==> src/rtl/hazard_unit_gen2.sv <==
// Hazard and forwarding controller for the RV32 pipeline: execute-stage operand
// forwarding, load-use and mul/div stalls, redirect flushes, stall-cycle counter.
module hazard_unit_gen2 #(
  parameter int NUM_FWD_STAGES  = 2,
  parameter int REG_AW          = 5,
  parameter int LOAD_USE_STALLS = 1,
  parameter int MDU_LATENCY     = 3,
  parameter int SEL_W           = $clog2(NUM_FWD_STAGES + 1)
) (
  input  logic                             clk,
  input  logic                             rst,
  input  logic [REG_AW-1:0]                d_rs1,
  input  logic [REG_AW-1:0]                d_rs2,
  input  logic                             d_rs1_used,
  input  logic                             d_rs2_used,
  input  logic [REG_AW-1:0]                e_rs1,
  input  logic [REG_AW-1:0]                e_rs2,
  input  logic [REG_AW-1:0]                e_rd,
  input  logic                             e_rs1_used,
  input  logic                             e_rs2_used,
  input  logic                             e_valid,
  input  logic                             e_is_load,
  input  logic                             e_is_muldiv,
  input  logic                             e_redirect,
  input  logic [NUM_FWD_STAGES-1:0]        fwd_we,
  input  logic [NUM_FWD_STAGES*REG_AW-1:0] fwd_rd,
  input  logic [NUM_FWD_STAGES-1:0]        fwd_rdy,
  output logic [SEL_W-1:0]                 fwd_sel_a,
  output logic [SEL_W-1:0]                 fwd_sel_b,
  output logic                             pc_en,
  output logic                             f_d_en,
  output logic                             d_e_en,
  output logic                             f_d_flush,
  output logic                             d_e_flush,
  output logic                             e_m_flush,
  output logic [31:0]                      stall_count
);

  typedef enum logic [1:0] {RUN, LD_STALL, MDU_WAIT} state_t;

  localparam int LD_CNT  = (LOAD_USE_STALLS > 1) ? LOAD_USE_STALLS - 1 : 0;
  localparam int MD_CNT  = (MDU_LATENCY > 2) ? MDU_LATENCY - 2 : 0;
  localparam int CNT_MAX = (LD_CNT > MD_CNT) ? LD_CNT : MD_CNT;
  localparam int CNT_W   = $clog2(CNT_MAX + 2);

  state_t             r_state;
  logic [CNT_W-1:0]   r_cnt;
  logic               r_mdu_ack;
  logic [31:0]        r_stall_count;

  state_t             w_next;
  logic [CNT_W-1:0]   w_cnt_nxt;
  logic               w_ack_set;
  logic               w_ld_haz;
  logic               w_mdu_haz;
  logic               w_ld_stall;
  logic               w_mdu_stall;
  logic               w_redirect;

  // Nearest matching stage wins; if that stage is not ready, no older stage is used.
  function automatic logic [SEL_W-1:0] fwd_pick(
    input logic                             used,
    input logic [REG_AW-1:0]                rs,
    input logic [NUM_FWD_STAGES-1:0]        we,
    input logic [NUM_FWD_STAGES*REG_AW-1:0] rd,
    input logic [NUM_FWD_STAGES-1:0]        rdy
  );
    logic [SEL_W-1:0] sel;
    logic             found;
    sel   = '0;
    found = 1'b0;
    if (used && (rs != '0)) begin
      for (int k = 0; k < NUM_FWD_STAGES; k++) begin
        if (!found && we[k] && (rd[k*REG_AW +: REG_AW] == rs)) begin
          found = 1'b1;
          if (rdy[k]) sel = SEL_W'(k + 1);
        end
      end
    end
    return sel;
  endfunction

  assign fwd_sel_a = rst ? '0 : fwd_pick(e_rs1_used, e_rs1, fwd_we, fwd_rd, fwd_rdy);
  assign fwd_sel_b = rst ? '0 : fwd_pick(e_rs2_used, e_rs2, fwd_we, fwd_rd, fwd_rdy);

  assign w_ld_haz  = e_valid && e_is_load && (e_rd != '0) &&
                     ((d_rs1_used && (d_rs1 == e_rd)) || (d_rs2_used && (d_rs2 == e_rd)));
  assign w_mdu_haz = e_valid && e_is_muldiv && (MDU_LATENCY > 1) && !r_mdu_ack;

  always_comb begin
    w_next      = r_state;
    w_cnt_nxt   = r_cnt;
    w_ack_set   = 1'b0;
    w_ld_stall  = 1'b0;
    w_mdu_stall = 1'b0;
    w_redirect  = 1'b0;
    if (!rst) begin
      case (r_state)
        RUN: begin
          if (e_redirect) begin
            w_redirect = 1'b1;
          end else if (w_mdu_haz) begin
            w_mdu_stall = 1'b1;
            if (MDU_LATENCY > 2) begin
              w_next    = MDU_WAIT;
              w_cnt_nxt = CNT_W'(MD_CNT);
            end else begin
              w_ack_set = 1'b1;
            end
          end else if (w_ld_haz) begin
            w_ld_stall = 1'b1;
            if (LOAD_USE_STALLS > 1) begin
              w_next    = LD_STALL;
              w_cnt_nxt = CNT_W'(LD_CNT);
            end
          end
        end
        LD_STALL: begin
          w_ld_stall = 1'b1;
          w_cnt_nxt  = r_cnt - CNT_W'(1);
          if (r_cnt == CNT_W'(1)) w_next = RUN;
        end
        MDU_WAIT: begin
          w_mdu_stall = 1'b1;
          w_cnt_nxt   = r_cnt - CNT_W'(1);
          if (r_cnt == CNT_W'(1)) begin
            w_next    = RUN;
            w_ack_set = 1'b1;
          end
        end
        default: w_next = RUN;
      endcase
    end
  end

  assign pc_en     = !(w_ld_stall || w_mdu_stall);
  assign f_d_en    = !(w_ld_stall || w_mdu_stall);
  assign d_e_en    = !w_mdu_stall;
  assign f_d_flush = w_redirect;
  assign d_e_flush = w_redirect || w_ld_stall;
  assign e_m_flush = w_mdu_stall;
  assign stall_count = r_stall_count;

  always_ff @(posedge clk) begin
    if (rst) begin
      r_state       <= RUN;
      r_cnt         <= '0;
      r_mdu_ack     <= 1'b0;
      r_stall_count <= '0;
    end else begin
      r_state <= w_next;
      r_cnt   <= w_cnt_nxt;
      // ack lets the finished mul/div leave execute once without re-stalling
      if (w_ack_set)   r_mdu_ack <= 1'b1;
      else if (d_e_en) r_mdu_ack <= 1'b0;
      if (!pc_en && (r_stall_count != 32'hFFFF_FFFF))
        r_stall_count <= r_stall_count + 32'd1;
    end
  end

endmodule

==> config.mk <==
export PLATFORM = sky130hd
export DESIGN_NAME = hazard_unit_gen2
export DESIGN_NICKNAME = d
export VERILOG_FILES = /design/src/rtl/hazard_unit_gen2.sv
export SDC_FILE = /design/constraint.sdc
export NUM_CORES = 1
export LEC_CHECK = 0
export CORE_MARGIN = 2
export CORE_UTILIZATION = 45
export DETAILED_ROUTE_END_ITERATION = 7
export GPL_TIMING_DRIVEN = 0
export PLACE_DENSITY_LB_ADDON = 0.12
export SYNTH_ARGS = -nofsm -noshare
export SYNTH_HDL_FRONTEND = slang
export SYNTH_SLANG_ARGS = --single-unit
==> constraint.sdc <==
create_clock -name clk -period 2.5 [get_ports clk]
set_clock_uncertainty 0.1 [all_clocks]
set_input_delay 0.25 -clock clk [delete_from_list [all_inputs] [get_ports clk]]
set_output_delay 0.25 -clock clk [all_outputs]
set_load 0.005 [all_outputs]
==> results of run 1 <==
[worst max path at each step]
stage | startpoint | endpoint | cells after the start
after floorplan | stall_count[0] | stall_count[25] | 7
after global placement | e_redirect | pc_en | 11
after detailed placement | e_valid | pc_en | 11
after CTS | fwd_rd[1] | fwd_sel_b[0] | 6
after global routing | stall_count[0] | stall_count[1] | 9
final | e_valid | stall_count[3] | 12
[placed cells by master, fill, tap and decap left out, drive strengths merged, types with 8 or more instances in the layout]
master / synthesis / layout
a21oi: 20 / 20
and3: 9 / 9
buf: 12 / 24
clkbuf: 3 / 11
clkdlybuf4s50: 0 / 79
dfxtp: 36 / 36
dlygate4sd2: 0 / 8
nand2: 16 / 16
nand3: 23 / 23
nand4: 10 / 10
nor2: 13 / 13
nor2b: 8 / 8
o31ai: 15 / 15
or4: 19 / 19
xnor2: 22 / 22
xor2: 8 / 8
[sequential cells by signal, summed over array words and instances (netlist names)]
| register | cells |
|---|---|
| r_cnt | 2 |
| r_mdu_ack | 1 |
| r_state | 1 |
| stall_count | 32 |
[logic make-up (layout without fill, tap and decap cells)]
| logic type | after synthesis | count (layout) | share of synthesized area (%) |
|---|---|---|---|
| DFF | 36 | 36 | 29.69 |
| and+or+nand+nor | 132 | 132 | 33.51 |
| buffers and inverters | 22 | 134 | 5.000 |
| AOI/OAI and AO/OA | 59 | 59 | 16.34 |
| adders and majority gates | 2 | 2 | 1.031 |
| muxes | 8 | 8 | 3.608 |
| xor gates and xnor gates | 30 | 30 | 10.82 |
[repair_timing]
item,4_1_cts,5_1_grt
gates resized for setup,26,11
pin swaps,4,4
setup buffers,8,6
endpoints found under the setup margin,4,18
[power by group through the flow]
stage | clock network, mW | logic [mW] | registers [mW]
final | 0.519 | 0.245 | 0.582
after global routing | 0.550 | 0.265 | 0.583
after CTS | 0.520 | 0.238 | 0.582
after detailed placement | 0 | 0.221 | 0.596
after global placement | 0 | 0.217 | 0.595
after floorplan | 0 | 0.0948 | 0.595
[worst reg2reg max path: cells and delay by family, from the launching register on]
family / cells / cell delay, ps
simple gates: 4 / 880
buf+inv: 2 / 430
flops: 1 / 400
compound gates: 2 / 230
fa+ha+maj: 1 / 220
[per-layer routing]
| metal | vias to the layer above | GRT usage [%] |
|---|---|---|
| met3 | 10 | 4.302 |
| met4 | 0 | 6.429 |
| met1 | 1302 | 30.77 |
| li1 | 1324 | - |
| met5 | - | 0 |
| met2 | 96 | 40.96 |
[through the flow]
| stage | setup TNS (ps) | instances |
|---|---|---|
| floorplan | 0 | 289 |
| global placement | -3893 | 449 |
| detailed placement | -5062 | 449 |
| CTS | 0 | 465 |
| global route | -10.87 | 471 |
| finish | 0 | 471 |
[final cells by class]
| type | count | share of cell area (%) |
|---|---|---|
| Buffer | 15 | 3.493 |
| Clock buffer | 6 | 1.948 |
| Clock inverter | 2 | 0.9405 |
| Inverter | 7 | 0.8398 |
| Multi-Input combinational cell | 231 | 44.14 |
| Sequential cell | 36 | 19.35 |
| Tap cell | 70 | 2.351 |
| Timing Repair Buffer | 104 | 26.94 |
==> metrics.cfg, run 1 <==
[setup_path]
slowest_delay_ps=460
worstRegToRegCells=9
crit_buf_inv=6
cp_top_family=buffers and inverters
crit_chain=clkdlybuf4s50_1, nor2b_4, a31oi_2, or2_1, inv_2, a21o_4, inv_6, buf_8, buf_4, buf_4, o311ai_0, o41ai_1
worstSetupEndpointType=register
rrSetupSlack_ps=160
cp-start-kind=input pin
rr_endpoint=stall_count[11]
crit_slowest_cell=clkdlybuf4s50_1
cp.arrival_ps=2490
cp_max_fo=10
crit_top_cell=buf_4
rr_startpoint=stall_count[1]
crit_type=in2reg
worstPathRequired_ps=2560

[clocking]
htree_levels=2
clockBufferDepth=2
ctsRootBufferMaster=clkbuf_8
path_clk_slew_ps=80
clock_latency_ps=300
numCtsBuffers=5
cts_hold_buf=0
cts_tree=done
cts.sinks=36

[timing]
slew_headroom_pct=66.11
timing.final.crit_share_pct=96.84
hold_slack_ps=389.6
worstMarginPinSlew_ps=508.4
setup_ws_ps=78.99
fin_crit_ps=2421
setup_viol=0
clock.fmax_mhz=413.1
finalHoldViolCount=0
drv_slew=0

[floorplan]
core_area_um2=5172
fp.dieW_um=77.45
die_h_um=77.45
die_area_um2=5998
start_util_pct=46.93
ios=91
rows=26

[synth]
synth_warnings=0
ys_types=52
syn_area_um2=2427
async_flop_share_pct=0
synth_area_leader_cell=dfxtp_1
yosysTopAreaCellShare_pct=29.69
avgSynthCellArea_um2=8.399
synth_common_cells=dfxtp_1, nand3_1, xnor2_1
synth_nets=340
yosysMostFrequentCell=dfxtp_1
synth_area_leaders=dfxtp_1, xnor2_1, or4_1, o31ai_1, nand3_1
synth_top_flop_cell=dfxtp_1
synth_edf_count=0
ys_seq_area_share_pct=29.69
synthCells=289
ys_ff_latch=36

[grt]
grt_max_degree=12
grt_pass1_vias=2573
grt_usage_pct=23.88
grt_overflow_total=0
grt_antenna_before_repair=0
grt_pass1_wl_um=11810

[place]
placed_cell_area_um2=3416
port_buffers=90
hpwl_um=5245
dp_slack_ps=-627.3
place_congestion=0.8408

[detailed_routing]
drtIter0Drc=161
dr.max_layer_used=met4
wl_per_cell_um=15.19
met1Wirelength_um=3115
wl_met2_um=3562
drc=0
antenna_left=0
first_pass_iters=4
via_count=2732
drt-total-wl_um=7153
vias_per_cell=5.800
met3_length_um=386

[power]
p_sw_share_pct=24.43
p_seq_share_pct=43.3
power_mw=1.346
p_leak_nw=1.372
clkPwrFrac_pct=38.6
p_int_mw=1.017
ir_drop_v=0.0003511
p_sw_mw=0.3290
pwr-share-comb_pct=18.2
p_per_area_nw_per_um2=361.5

[run]
maxCapViolations=0

[run_status]
outcome=completed

[cells_and_area]
n_fill_cell=411
drive_above_1_share_pct=18.20
fin_nets=451
area_growth_pct=53.45
final-seq-area_um2=720.7
final_cell_area_um2=3725
multi_input_area_um2=1644
utilization_pct=72.01
diodes=0

[min_path]
min-delay-start=r_cnt[0]
hold_class=reg2reg
hold_end=r_cnt[0]
min_path_cells=1

Power figures use the tool's default switching activity.
==> run 2, diff against run 1 <==
CORE_MARGIN = unset   (was 2)
==> run 2 against run 1 <==
Utilization grew 0.82 points; first-iteration DRC count up 3.1%; via count down 0.18%; count of clock-buffer cells in the layout unchanged; largest power group unchanged; clock power is 16% lower; sequential cell count unchanged; fmax is 0.28% lower; largest cell class unchanged; global-route usage rose by 3.7 points.
==> metrics.cfg, run 2 (synthesis gave the netlist of run 1 again) <==
[run_status]
outcome=completed  ; unchanged

[floorplan]
die_area_um2=5692  ; was 5998 um^2
fp.dieW_um=75.45  ; was 77.45 um
rows=26  ; unchanged
die_h_um=75.45  ; was 77.45 um
start_util_pct=47.22  ; was 46.93%
core_area_um2=5140  ; was 5172 um^2
ios=91  ; unchanged

[detailed_routing]
first_pass_iters=4  ; unchanged
vias_per_cell=5.717  ; was 5.800
drtIter0Drc=166  ; was 161
wl_per_cell_um=15.88  ; was 15.19 um
via_count=2727  ; was 2732
drc=0  ; unchanged
drt-total-wl_um=7577  ; was 7153 um
antenna_left=0  ; unchanged

[setup_path]
cp-start-kind=input pin  ; unchanged
cp-startpoint=e_rs1[1]  ; was e_valid
cp.arrival_ps=2080  ; was 2490 ps
crit_slowest_cell=or4_1  ; was clkdlybuf4s50_1
worstSetupEndpointType=output pin  ; was register
slowest_delay_ps=540  ; was 460 ps
cp_max_fo=3  ; was 10
crit_type=in2out  ; was in2reg
worstPathRequired_ps=2150  ; was 2560 ps
rr_startpoint=r_mdu_ack  ; was stall_count[1]
crit_top_cell=clkdlybuf4s50_1  ; was buf_4
crit_chain=clkdlybuf4s50_1, or4_1, o21ai_0, nor4b_1, clkdlybuf4s50_1  ; was clkdlybuf4s50_1, nor2b_4, a31oi_2, or2_1, inv_2, a21o_4, inv_6, buf_8, buf_4, buf_4, o311ai_0, o41ai_1

[cells_and_area]
area_growth_pct=54.23  ; was 53.45%
final_common_cell=clkdlybuf4s50_1  ; unchanged
mostFrequentLayoutCells=clkdlybuf4s50_1, dfxtp_1, buf_4  ; was clkdlybuf4s50_1, dfxtp_1, xnor2_1, nand3_1, a21oi_1
n_fill_cell=422  ; was 411
drive_above_1_share_pct=20.64  ; was 18.20%
fin_nets=457  ; was 451
largest_register_ffs=32  ; unchanged
multi_input_area_um2=1640  ; was 1644 um^2
final_cells=477  ; was 471
diodes=0  ; unchanged
final-seq-area_um2=725.7  ; was 720.7 um^2
utilization_pct=72.83  ; was 72.01%

[grt]
grt_usage_pct=27.60  ; was 23.88%
grt_pass1_wl_um=11720  ; was 11810 um
grt_antenna_before_repair=0  ; unchanged
grt_max_degree=12  ; unchanged
grt_pass1_vias=2570  ; was 2573
grt_overflow_total=0  ; unchanged

[power]
clkPwrFrac_pct=33.9  ; was 38.6%
p_sw_share_pct=25.85  ; was 24.43%
p_leak_nw=1.342  ; was 1.372 nW
pwr-share-comb_pct=20.9  ; was 18.2%
ir_drop_v=0.0002769  ; was 0.0003511 V
p_int_mw=0.9557  ; was 1.017 mW
p_seq_share_pct=45.3  ; was 43.3%
p_sw_mw=0.3332  ; was 0.3290 mW
p_per_area_nw_per_um2=344.3  ; was 361.5 nW/um^2

[timing]
setup_viol=0  ; unchanged
timing.final.crit_share_pct=97.11  ; was 96.84%
worstMarginPinSlew_ps=537.3  ; was 508.4 ps
finalHoldViolCount=0  ; unchanged
rsz0062_at_grt=false
drv_slew=0  ; unchanged
clock.fmax_mhz=411.9  ; was 413.1 MHz
slew_headroom_pct=64.18  ; was 66.11%
fin_crit_ps=2428  ; was 2421 ps

[place]
hpwl_um=5311  ; was 5245 um
place_congestion=0.8476  ; was 0.8408
dp.cells=449  ; unchanged
port_buffers=90  ; unchanged

[clocking]
cts.sinks=36  ; unchanged
cts_hold_buf=0  ; unchanged
htree_levels=2  ; unchanged
cts_tree=done  ; unchanged
clock_latency_ps=300  ; about the same
numCtsBuffers=5  ; unchanged
path_clk_slew_ps=70  ; was 80 ps
clockBufferDepth=2  ; unchanged
ctsRootBufferMaster=clkbuf_8  ; unchanged

[min_path]
min-delay-start=r_cnt[0]  ; unchanged
hold_class=reg2reg  ; unchanged

[run]
maxCapViolations=0  ; unchanged

-- run 2: worst max-delay path, delay by kind of cell --
kind / cells / cell delay [ps]
simple gates: 2 / 640
buf+inv: 2 / 940
compound gates: 1 / 250
-- run 2: timing repair --
action | 4_1_cts | 5_1_grt
pin swaps | 7 | 7
endpoints found under the setup margin | 4 | 14
setup buffers | 20 | 1
gates resized for setup | 25 | 13
-- run 2: path summary, 6_finish.rpt --
kind,cells past startpoint,slack [ps],to
min,1,380,r_cnt[0]
max,5,70,fwd_sel_a[1]
min reg2reg,1,380,r_cnt[0]
max reg2reg,16,110,r_cnt[1]
-- run 2: cell type report --
cell class,instances,share of cell area (%)
sequential,36,19.39
multi-input combinational,231,43.82
clock inverter,2,0.2674
inverter,7,0.7687
buffer,15,3.409
clock buffer,6,2.206
timing repair buffer,110,27.81
tap,70,2.340
-- run 2: routing by layer --
layer	vias up	global-route usage [%]	routed length [um]
li1	1340	-	-
met1	1270	31.85	3078
met2	99	50.30	3821
met3	18	4.762	495
met4	0	11.32	180
met5	-	0	0
-- run 2: stage by stage --
step | power (mW) | hold WS, ps | setup TNS, ps | setup WS (ps) | cell area [um^2]
after floorplan | 0.6894 | 342.3 | 0 | 390.3 | 2427
after global placement | 0.8126 | 360.9 | -5034 | -606.5 | 3416
after detailed placement | 0.8175 | 368.6 | -6028 | -603.8 | 3416
after CTS | 1.282 | 382.7 | 0 | 23.55 | 3692
after global routing | 1.337 | 401.4 | 0 | 0.06550 | 3744
final | 1.289 | 384.8 | 0 | 72.19 | 3744
-- run 2: power groups by stage --
stage | sequential [mW] | combinational [mW] | clock (mW)
after CTS | 0.583 | 0.259 | 0.441
after detailed placement | 0.596 | 0.222 | 0
after global routing | 0.584 | 0.288 | 0.465
after global placement | 0.595 | 0.217 | 0
after floorplan | 0.595 | 0.0948 | 0
final | 0.583 | 0.269 | 0.437
==> run 3, diff against run 2 <==
CTS_CLUSTER_SIZE = 10   (was unset)
==> results of run 3 <==
Final layout, timing and power as in run 2 (identical DEF).
==> RTL change 1, RTL diff (settings of run 2) <==
Make the reset (`rst`) asynchronous in one clocked block.
--- a/src/rtl/hazard_unit_gen2.sv
+++ b/src/rtl/hazard_unit_gen2.sv
@@ -141,7 +141,7 @@
   assign e_m_flush = w_mdu_stall;
   assign stall_count = r_stall_count;
 
-  always_ff @(posedge clk) begin
+  always_ff @(posedge clk or posedge rst) begin
     if (rst) begin
       r_state       <= RUN;
       r_cnt         <= '0;
Check against the original RTL: differs if rst is asserted again (counterexample within 4 cycles, from zero or initial values and one cycle with rst high); with rst held inactive, the same outputs for 10 cycles.
==> RTL change 1 against run 2 <==
- routed wire length decreased by 26%
- sequential cell count unchanged
- non-clock buffer count down 29
- cell area fell by 11%
- worst setup slack lost 0.026 ns
- power increased by 19%
- area after synthesis shrank 9.9%
- largest cell class unchanged
==> RTL change 1: results (changes against run 2) <==
- Run status: complete, no violations (unchanged).
- The layout cell share with drive strength beyond 1 is 10.2% (was 20.6%).
- The launch point of the worst reg-to-reg path is r_mdu_ack (unchanged).
- The worst slew margin relative to its limit came to 71.6% (was 64.2%).
- The number of buffers inserted by post-CTS setup repair is 1 (was 20).
- The net count reported at finish came to 376 (was 457).
- The final weighted congestion in routability-driven placement is 0.785 (was 0.848).
- The total wire length is 5.62 mm (was 7.58 mm).
- The overall global routing resource usage came to 22.8% (was 27.6%).
- The post-placement setup slack is -0.497 ns (was -0.604 ns).
- The post-placement cell area came to 3150 um^2 (was 3420 um^2).
- Dominant cells by area after synthesis: dfrtp_1 (41%), xnor2_1 (14%), xor2_1 (11%) (was dfxtp_1 (30%), xnor2_1 (7.9%), or4_1 (5.6%)).
- The register area is 901 um^2 (was 726 um^2).
- The net count after synthesis is 275 (was 340).
- The per-cell routed wire length is 14.9 um (was 15.9 um).
- The wire length of the first global-routing pass was 9.16 mm (was 11.7 mm).
- The pin count of the biggest net entering global routing is 21 (was 12).
- The cell count after placement was 366 (was 449).
- The fraction of registers with async set/reset is 100% (was 0%).
- The arrival time of the worst setup path was 2.10 ns (was 2.08 ns).
- Top cells by instance count after synthesis: dfrtp_1 (36), xnor2_1 (34), xor2_1 (27) (was dfxtp_1 (36), nand3_1 (22), xnor2_1 (22)).
- The path class of the lowest-slack min-delay path is in2async (was reg2reg).
- The slack of the worst reg-to-reg path is 0.31 ns (was 0.11 ns).
- The switching portion of total power is 26.8% (was 25.9%).
- The post-synthesis sequential area ratio is 41.2% (was 29.7%).
- The leakage component of the power came to 1.46 nW (was 1.34 nW).
- The most common flop cell mapped by yosys is dfrtp_1 (was dfxtp_1).
- The worst flop-to-flop path endpoint is stall_count[31] (was r_cnt[1]).
- The slowest cell on the critical path is or4_4 (was or4_1).
-- RTL change 1: changes by cell type in the layout (fill, tap and decap cells not counted), sizes merged, moves of 7 or more --
cell,change
dfrtp,+36
xnor2,+12
o31ai,-15
or4,-16
xor2,+19
a21oi,-17
buf,-26
nand2,+7
dfxtp,-36
-- RTL change 1: cells by family after synthesis --
kind of cell / count (synthesis) / share of synthesized area (%)
AO/OA/AOI/OAI: 13 / 4.69
XOR/XNOR: 61 / 24.4
adder cells (fa/ha/maj): 2 / 1.14
buffers and inverters: 11 / 2.80
flip-flops: 36 / 41.2
AND/OR/NAND/NOR: 101 / 25.7
-- RTL change 1: metal layers --
metal	up-vias	routed length (um)	GRT usage (%)
met1	944	2440	29.3
met2	62	2790	38.1
met4	0	27	5.88
met5	-	0	0
met3	3	366	6.47
li1	976	-	-
-- RTL change 1: area by class of cell --
cell class,count,share of cell area [%]
repair buffers,93,27.8
multi-input cells,177,37.6
inverters,8,1.72
flip-flops and latches,36,26.9
clock buffers,7,2.88
plain buffers,3,0.898
well taps,52,1.95
repair inverters,1,0.262
-- RTL change 1: power groups by stage --
stage	logic (W)	registers, W	clock network, W
finish	0.000408	0.000691	0.000441
global route	0.000444	0.000700	0.000471
CTS	0.000408	0.000691	0.000450
detailed placement	0.000397	0.000702	0
global placement	0.000385	0.000701	0
floorplan	0.000178	0.000697	0
-- RTL change 1: how the worst min path moves through the flow --
stage,depth (start not counted),slack [ns],from,endpoint
after global placement,1,0.36,r_cnt[0],r_cnt[0]
final,2,0.09,rst,stall_count[2]
after detailed placement,1,0.37,r_mdu_ack,r_mdu_ack
after global routing,2,0.1,rst,stall_count[15]
after floorplan,1,0.30,rst,r_state[1]
after CTS,2,0.07,rst,stall_count[27]
==> RTL change 2, RTL diff (flow settings as in run 2) <==
Made on the original files. Change the parameter `MDU_LATENCY` from 3 to 6.
--- a/src/rtl/hazard_unit_gen2.sv
+++ b/src/rtl/hazard_unit_gen2.sv
@@ -4,7 +4,7 @@
   parameter int NUM_FWD_STAGES  = 2,
   parameter int REG_AW          = 5,
   parameter int LOAD_USE_STALLS = 1,
-  parameter int MDU_LATENCY     = 3,
+  parameter int MDU_LATENCY     = 6,
   parameter int SEL_W           = $clog2(NUM_FWD_STAGES + 1)
 ) (
   input  logic                             clk,
Check against the original RTL: not equivalent (a bounded check fails within 4 cycles, from zero or initial values and one cycle with rst high).
==> RTL change 2 against run 2 <==
- die area shrank 3.0%
- first-iteration DRC count shrank 4.8%
- cell area shrank 4.6%
- routed wire length shrank 12%
- area after synthesis shrank 3.1%
- power grew 12%
- sequential share of layout area grew 1.4 points
- utilization grew 0.37 points
- sequential cell count grew 1
- worst setup slack lost 0.040 ns
- clock power grew 42%
- critical endpoint unchanged
- largest cell class unchanged
==> RTL change 2: results (changes against run 2) <==
- The logic depth of the worst register-to-register path is 7 (was 16).
- Top cells by instance count after synthesis: dfxtp_1 (37), a21oi_1 (29), nand2_1 (19), or4_1 (19), xnor2_1 (18) (was dfxtp_1 (36), nand3_1 (22), xnor2_1 (22)).
- The slack of the worst reg-to-reg path was 0.16 ns (was 0.11 ns).
- The number of search-and-repair iterations in the first detailed-routing pass is 5 (was 4).
- The count of cells along the worst hold path is 3 (was 1).
- The CTS clock-pin slew for the worst setup and hold paths is 0.07 ns (about the same).
- The number of filler cells placed in the layout is 404 (was 422).
- The number of buffers on the longest clock path is 2 (unchanged).
- The number of levels in the clock H-tree is 2 (unchanged).
- The post-synthesis sequential area ratio is 31.5% (was 29.7%).
- The xor and xnor area share after synthesis was 12.2% (was 10.8%).
- The layout cell share with drive strength beyond 1 was 12.5% (was 20.6%).
- The multiplexer area fraction after synthesis came to 1.33% (was 3.61%).
- The number of antenna violations at the first check in global routing came to 0 (unchanged).
- The post-placement cell area is 3330 um^2 (was 3420 um^2).
- The count of buffers from port buffering is 89 (was 90).
- The pin count of the biggest net entering global routing came to 13 (was 12).
- The post-synthesis share of cell area spent on full adders, half adders and majority gates is 1.60% (was 1.03%).
- The count of vias placed by the detailed router was 2573 (was 2727).
- The launch point of the worst reg-to-reg path is stall_count[1] (was r_mdu_ack).
- Dominant cells by area after synthesis: dfxtp_1 (31%), xnor2_1 (6.7%), a21oi_1 (6.2%) (was dfxtp_1 (30%), xnor2_1 (7.9%), or4_1 (5.6%)).
- The family of cells with the greatest summed delay on the critical path is buffers and inverters (unchanged).
- The post-layout utilization of the core was 73.2% (was 72.8%).
- The arrival time of the worst setup path is 2.12 ns (was 2.08 ns).
- The worst-case hold path end point is stall_count[20] (was r_cnt[0]).
- Run status: complete, no violations (unchanged).
- The path class of the lowest-slack min-delay path is in2reg (was reg2reg).
- The overall global routing resource usage came to 25.3% (was 27.6%).
- The final standard cell count with taps included and fillers excluded came to 452 (was 477).
- The clock-net power came to 0.000619 W (was 0.000437 W).
- The placed wire-length estimate is 4.90 mm (was 5.31 mm).
- In this design, the stage delay of the slowest critical-path cell is approximately 0.55 ns.
- The net count reported at finish was 436 (was 457).
- The worst flop-to-flop path endpoint was stall_count[20] (was r_cnt[1]).
- The via count of the first global-routing pass is 2346 (was 2570).
- The initial DRC count came to 158 (was 166).
- The power dissipated by switching net loads was 0.000322 W (was 0.000333 W).
- The wire length of the first global-routing pass came to 10.7 mm (was 11.7 mm).
- The portion of total power attributed to the clock network came to 43.0% (was 33.9%).
- The power consumed by sequential cells is 0.000597 W (was 0.000583 W).
- The post-placement setup slack came to -0.519 ns (was -0.604 ns).
- The total wire length is 6.69 mm (was 7.58 mm).
- The unique cell type count in the Yosys netlist is 45 (was 52).
- The area fraction in compound gates after synthesis is 18.6% (was 16.3%).
- The leakage component of the power is 1.24 nW (was 1.34 nW).
- The final weighted congestion in routability-driven placement is 0.824 (was 0.848).
- The worst IR drop on VDD is 0.245 mV (was 0.277 mV).
- The net count after synthesis is 334 (was 340).
-- RTL change 2: changes by cell type after synthesis, moves of 5 or more --
cell,delta
buf_6,+5
or3_1,+7
a21oi_1,+9
xor2_1,+5
o311ai_0,-5
nand3_1,-11
buf_2,-6
mux2_2,-5
inv_1,+6
o21ai_0,+5
-- RTL change 2: cells by family (layout without fill, tap and decap cells) --
kind of cell / count (synthesis) / count (layout)
multiplexers: 3 / 3
buffers and inverters: 24 / 127
flip-flops: 37 / 37
adder cells (fa/ha/maj): 3 / 3
AND/OR/NAND/NOR: 114 / 114
XOR/XNOR: 32 / 32
AO/OA/AOI/OAI: 69 / 69
-- RTL change 2: area by class of cell --
type	count	area share [%]
Buffer	13	2.87
Clock buffer	5	1.93
Multi-Input combinational cell	221	42.8
Inverter	11	1.16
Timing Repair Buffer	95	26.3
Sequential cell	37	20.8
Tap cell	67	2.35
Clock inverter	3	1.82
-- RTL change 2: worst max path at each step --
stage / from / to / slack (ns) / depth (start not counted)
global route: e_rd[4] / pc_en / -0.01 / 7
detailed placement: e_rd[1] / pc_en / -0.52 / 7
CTS: e_rd[1] / pc_en / 0.01 / 7
finish: e_rs1[2] / fwd_sel_a[1] / 0.03 / 6
floorplan: stall_count[0] / stall_count[20] / 0.40 / 7
global placement: e_rd[1] / pc_en / -0.50 / 7
-- RTL change 2: routing by layer --
layer | GRT usage (%) | part of all wire [%] | wire, um | up-vias
li1 | - | - | - | 1263
met1 | 33.6 | 44 | 2950 | 1205
met2 | 42.0 | 48 | 3230 | 96
met3 | 4.07 | 6.7 | 450 | 9
met4 | 8.18 | 1.0 | 68 | 0
met5 | 0 | 0 | 0 | -
-- RTL change 2: repair_timing --
action                     4_1_cts  5_1_grt
pin swaps                        2        7
gates resized for setup         12       13
cloned                           0        0
setup endpoints to repair        5        8
setup buffers                    2        4
